===== src/rtl/random_delay_gen.sv =====
// random_delay_gen: waits a pseudo-random number of ms after a start edge, then lights the stimulus LED
module random_delay_gen #(
    parameter int          CLK_DIV    = 50000,
    parameter int          MIN_MS     = 1000,
    parameter int          RANGE_BITS = 12,
    parameter logic [15:0] LFSR_SEED  = 16'hACE1
) (
    input  logic        clk,
    input  logic        reset,
    input  logic        start,
    output logic        led,
    output logic        lit_pulse,
    output logic        busy,
    output logic [12:0] delay_ms
);
    localparam int PW = $clog2(CLK_DIV);
    typedef enum logic [1:0] {IDLE, WAIT, LIT} state_t;
    state_t          state;
    logic            start_q;
    logic [PW-1:0]   prescaler;
    logic [12:0]     ms_cnt;
    logic [15:0]     lfsr;
    logic [15:0]     lfsr_next;
    logic            start_rise;
    logic            tick;
    // an all-zero LFSR would lock up, so kick it back to a nonzero state
    assign lfsr_next  = lfsr == 16'h0 ? 16'h0001 : {lfsr[14:0], lfsr[15] ^ lfsr[13] ^ lfsr[12] ^ lfsr[10]};
    assign start_rise = start & ~start_q;
    assign tick       = prescaler == PW'(CLK_DIV - 1);
    always_ff @(posedge clk) begin
        if (reset) begin
            state     <= IDLE;
            led       <= 1'b0;
            lit_pulse <= 1'b0;
            busy      <= 1'b0;
            delay_ms  <= '0;
            start_q   <= 1'b0;
            prescaler <= '0;
            ms_cnt    <= '0;
            lfsr      <= LFSR_SEED;
        end else begin
            start_q   <= start;
            lfsr      <= lfsr_next;
            lit_pulse <= 1'b0;
            if (start_rise) begin
                state     <= WAIT;
                busy      <= 1'b1;
                led       <= 1'b0;
                prescaler <= '0;
                ms_cnt    <= '0;
                delay_ms  <= 13'(MIN_MS) + 13'(lfsr[RANGE_BITS-1:0]);
            end else if (state == WAIT) begin
                prescaler <= tick ? '0 : prescaler + 1'b1;
                if (tick) begin
                    ms_cnt <= ms_cnt + 13'd1;
                    if (ms_cnt == delay_ms - 13'd1) begin
                        state     <= LIT;
                        led       <= 1'b1;
                        lit_pulse <= 1'b1;
                        busy      <= 1'b0;
                    end
                end
            end
        end
    end
endmodule

===== config.mk =====
export PLATFORM = sky130hd
export DESIGN_NAME = random_delay_gen
export DESIGN_NICKNAME = d
export VERILOG_FILES = /design/src/rtl/random_delay_gen.sv
export SDC_FILE = /design/constraint.sdc
export NUM_CORES = 1
export LEC_CHECK = 0
export BUFFER_PORTS_ARGS = -buffer_cell sky130_fd_sc_hd__buf_2
export CAP_MARGIN = 10
export CORE_MARGIN = 10
export CORE_UTILIZATION = 55
export DETAILED_ROUTE_END_ITERATION = 7
export GPL_ROUTABILITY_DRIVEN = 0
export PLACE_DENSITY_LB_ADDON = 0.25
export SLEW_MARGIN = 20
export SYNTH_ARGS = -nofsm -noshare
export SYNTH_HDL_FRONTEND = slang
export SYNTH_SLANG_ARGS = --single-unit

===== constraint.sdc =====
create_clock -name clk -period 3 [get_ports clk]
set_clock_uncertainty 0.1 [all_clocks]
set_input_delay 0.6 -clock clk [delete_from_list [all_inputs] [get_ports clk]]
set_output_delay 0.6 -clock clk [all_outputs]
set_load 0.03 [all_outputs]

* Yosys cells after proc, flatten, opt, wreduce, memory -nomap -nowiden *
Index checks and enable logic that the tools add are counted.

cells by class
  magnitude comparators = 0
  $mul = 0
  reduce and logical (&&, ||, !) cells = 10
  muxes and demuxes = 11
  bitwise gates (word level) = 7
  divide/modulo/power cells = 0
  shift operators = 0
  add/sub/neg operators = 4
  eq/ne operators = 3

operators with widths
  operator                                                                number
  16-bit 2-to-1 mux                                                       2
  16-bit by 1-bit adder with 16-bit output (second input constant)        1
  16-bit equality test (second input constant)                            1
  16-bit zero test                                                        1
  10-bit by 12-bit adder with 13-bit output (first input constant)        1
  13-bit by 1-bit adder with 13-bit output (second input constant)        1
  13-bit equality test                                                    1
  13-bit by 1-bit subtractor with 13-bit output (second input constant)   1
  1-bit 2-to-1 mux                                                        9
  3-bit AND reduction                                                     2
  2-bit nonzero test                                                      3
  2-bit OR reduction                                                      2
  4-bit OR reduction                                                      1
  1-bit NOT                                                               3
  1-bit XOR                                                               3
  2-bit by 1-bit equality test with 1-bit output (second input constant)  1
  2-bit AND reduction                                                     1
  1-bit bitwise AND                                                       1

storage, ports and cells
  register bits after elaboration = 63
  output and inout bits = 16
  bits of input ports = 3
  bits in writable memories = 0
  bits in latches = 0
  logic and storage cells = 45
  memories kept = 0
  memory bits (read-only) = 0

* Longest topological paths before layout *
  word-level depth = 6
  depth in mapped cells = 9
  mapped depth without buffers = 8

* Worst setup path after synthesis *
Ideal clock, no wire load.

  kind = flip-flop to flip-flop
  from = register delay_ms[0]
  to = register state[0]
  buffers on the path = 0
  required time = 2.785 ns
  clock period less this slack = 2.439 ns
  setup time = 0.115 ns
  cell stages (with the launch flop) = 9
  data arrival time = 2.224 ns
  slack = 0.561 ns
  path through = dfxtp_1 -> inv_1 -> ha_1 -> nor3b_2 -> a21oi_1 -> or3_1 -> a2111oi_2 -> a41oi_1 -> o21ba_1

on the way
  word-level cells in the longest chain between the ends = 4

RTL lines
  what                                           RTL line  source
  start: declaration                             14        output logic [12:0] delay_ms
  start signal: assignment                       51        delay_ms <= 13'(MIN_MS) + 13'(lfsr[RANGE_BITS-1:0]);
  13-bit by 1-bit subtractor with 13-bit output  56        if (ms_cnt == delay_ms - 13'd1) begin
  13-bit equality test                           56
  2-bit nonzero test (no source line)            -
  3-bit AND reduction (no source line)           -
  end signal: assignment                         32        state <= IDLE;
  end signal: assignment                         46        state <= WAIT;
  end signal: assignment                         57        state <= LIT;
  end: declaration                               18        state_t state;

No other way between the ends.
A chain may end at the register's enable or synchronous reset.

* Worst setup path in the final report *
Ends and elaborated chain as after synthesis.

==> flow_summary.ini <==
[critical_path]
r2r-end = state[0]$_SDFFE_PP0P_
path_cells = inv_1 > ha_1 > nor3b_2 > a21oi_1 > or3_1 > a2111oi_2 > a41oi_1 > o21ba_1
critPathMaxStageDelay_ns = 0.41
r2r_setup_slack_ns = 0.47
worstPathRequired_ns = 3.13
critPathMaxFanout = 7
reg2reg_from = delay_ms[0]$_SDFFE_PP0P_
r2r_cells = 8
crit_arrival_ns = 2.66
worst_path_max_delay_cell = a2111oi_2
cp-end-kind = flip-flop
crit_path_start_kind = flip-flop
crit_type = reg2reg

[timing]
setup_viol = 0
whs_ns = 0.346
relSlewSlack = 0.632
min_period_ns = 2.53
finalSetupTns_ns = 0
post-route-period-util = 0.843
hold_viol_final = 0
rsz0062_at_grt = no
fmax_mhz = 395
slew_violations = 0
setup_ws_ns = 0.471
worstMarginPinSlew_ns = 0.552

[synth]
ys_warn_count = 0
synth_nets = 351
syn-cell-area_sq_mm = 0.00299
synth-edff-count = 0
synthArstFlopShare = 0
avgSynthCellArea_sq_um = 8.69
ys_seq_area_frac = 0.415
synth_cell_types = 46
synth_seq_cells = 62
synthCells = 344
ys.flop_type = dfxtp_1

[min_path]
worstHoldPathType = reg2reg
worst_hold_path.endpoint = lfsr[15]$_SDFF_PP1_
holdPathStages = 1
hp-start = lfsr[14]$_SDFF_PP0_

[cells_and_area]
area_growth_pct = 11.5
final_common_cell = dfxtp_1
final_cells = 434
num_antenna_cells = 0
finish.utilization = 0.644
num-fill-cells = 442
final_cell_mix = dfxtp_1 (62), nor2_1 (46), nand2_1 (31)
drive_gt1_frac = 0.135
nets = 366

[detailed_routing]
ant_nets = 0
dr.pass1.iters = 4
wl_microns = 5880
first_iter_violations = 112
dr_total_vias = 2282
via_per_inst = 5.26
route.detailed.drc = 0
wl_per_cell_microns = 13.5

[power_and_ir_drop]
leakage_nw = 1.25
ir_drop_mv = 0.437
powerDensity_mw_per_mm2 = 582

[outcome]
outcome = completed

[clock_network]
cts_hold_buf = 0
cts_sinks = 62
numCtsBuffers = 9
root_buffer = clkbuf_8
clk_latency_ns = 0.33
cts_resized = 0
path_clk_slew_ns = 0.06
cts_tree = done
cts_htree_levels = 3
post_cts_buffers = 0
cts_buffer_depth = 2

[place]
dp.cells = 418
dp_slack_ns = 0.484
io_buffers = 18
hpwlAfterDp_microns = 4240

[global_routing]
overflow = 0
grt_max_degree = 28
grt_first_pass_wirelength_microns = 10300
grt_pass1_vias = 2188
antenna_found_initial = 0
grt_usage = 0.147

[die]
start_util = 0.578
die_h_microns = 93.7
core_sq_mm = 0.00517
die_w_microns = 93.7
ios = 19
die_area_sq_mm = 0.00878
num_rows = 26

[flow_run]
drv_cap = 0
flip-flops by register name (all words and copies together) (netlist names):
name	cells
start_q	1
state	2
lfsr	16
ms_cnt	13
lit_pulse	1
delay_ms	13
prescaler	16
power by group:
group / total (mW) / leakage (nW) / internal [mW] / switching [mW]
Sequential: 0.894 / 0.507 / 0.854 / 0.0401
Combinational: 0.210 / 0.628 / 0.0863 / 0.123
Clock: 0.836 / 0.120 / 0.535 / 0.301
Total: 1.94 / 1.25 / 1.48 / 0.464
critical path: cells and delay by family, from the launching register on:
family / cells / cell delay [ns]
compound gates: 4 / 0.90
simple gates: 2 / 0.75
flops: 1 / 0.36
fa+ha+maj: 1 / 0.22
buf+inv: 1 / 0.08
worst max-delay path by stage:
stage	start	to	cells past startpoint
after floorplan	delay_ms[0]$_SDFFE_PP0P_	state[0]$_SDFFE_PP0P_	8
after global placement	delay_ms[0]$_SDFFE_PP0P_	state[0]$_SDFFE_PP0P_	8
after detailed placement	delay_ms[0]$_SDFFE_PP0P_	state[0]$_SDFFE_PP0P_	8
after global routing	delay_ms[0]$_SDFFE_PP0P_	state[0]$_SDFFE_PP0P_	8
after CTS	delay_ms[0]$_SDFFE_PP0P_	state[0]$_SDFFE_PP0P_	8
final	delay_ms[0]$_SDFFE_PP0P_	state[0]$_SDFFE_PP0P_	8
synthesized netlist by cell type (3+ instances only):
| cell type | n | share of area |
|---|---|---|
| a211oi_1 | 5 | 0.013 |
| a21oi_1 | 12 | 0.020 |
| a41oi_1 | 3 | 0.0088 |
| and2_1 | 14 | 0.029 |
| and3_1 | 4 | 0.0084 |
| buf_6 | 3 | 0.011 |
| clkbuf_1 | 12 | 0.015 |
| dfxtp_1 | 62 | 0.42 |
| ha_1 | 4 | 0.017 |
| inv_1 | 11 | 0.014 |
| nand2_1 | 31 | 0.039 |
| nand3_1 | 10 | 0.017 |
| nand3b_1 | 3 | 0.0075 |
| nand4_1 | 6 | 0.013 |
| nor2_1 | 46 | 0.058 |
| nor2b_1 | 7 | 0.015 |
| nor3_1 | 9 | 0.015 |
| nor4_1 | 9 | 0.019 |
| o21ai_0 | 4 | 0.0067 |
| or2_2 | 8 | 0.017 |
| xnor2_1 | 28 | 0.082 |
| xor2_1 | 22 | 0.064 |
layout make-up:
cell class	count	area (sq um)	area share
Multi-Input combinational cell	255	1620	0.487
Sequential cell	62	1240	0.373
Clock buffer	13	169	0.0507
Timing Repair Buffer	20	105	0.0316
Tap cell	70	87.6	0.0263
Clock inverter	3	65.1	0.0195
Inverter	11	41.3	0.0124
metrics by stage:
stage	total power, mW	instance area [sq um]
global route	2.03	3330
detailed placement	1.12	3100
finish	1.94	3330
CTS	1.96	3330
global placement	1.12	3100
floorplan	1.08	2990
cells by family after synthesis:
family	Yosys count	synth area share
XOR/XNOR	50	0.147
adder cells (fa/ha/maj)	4	0.0168
buffers and inverters	27	0.0419
flip-flops	62	0.415
multiplexers	3	0.0105
AND/OR/NAND/NOR	166	0.296
AO/OA/AOI/OAI	32	0.0733
per-layer routing:
| layer | part of all wire | vias up | GRT usage |
|---|---|---|---|
| met5 | 0 | - | 0 |
| met4 | 0.017 | 0 | 0.0759 |
| met3 | 0.039 | 9 | 0.0336 |
| met2 | 0.50 | 29 | 0.238 |
| met1 | 0.45 | 1048 | 0.176 |
| li1 | - | 1196 | - |
No activity file was read; power rests on OpenSTA's default activity.
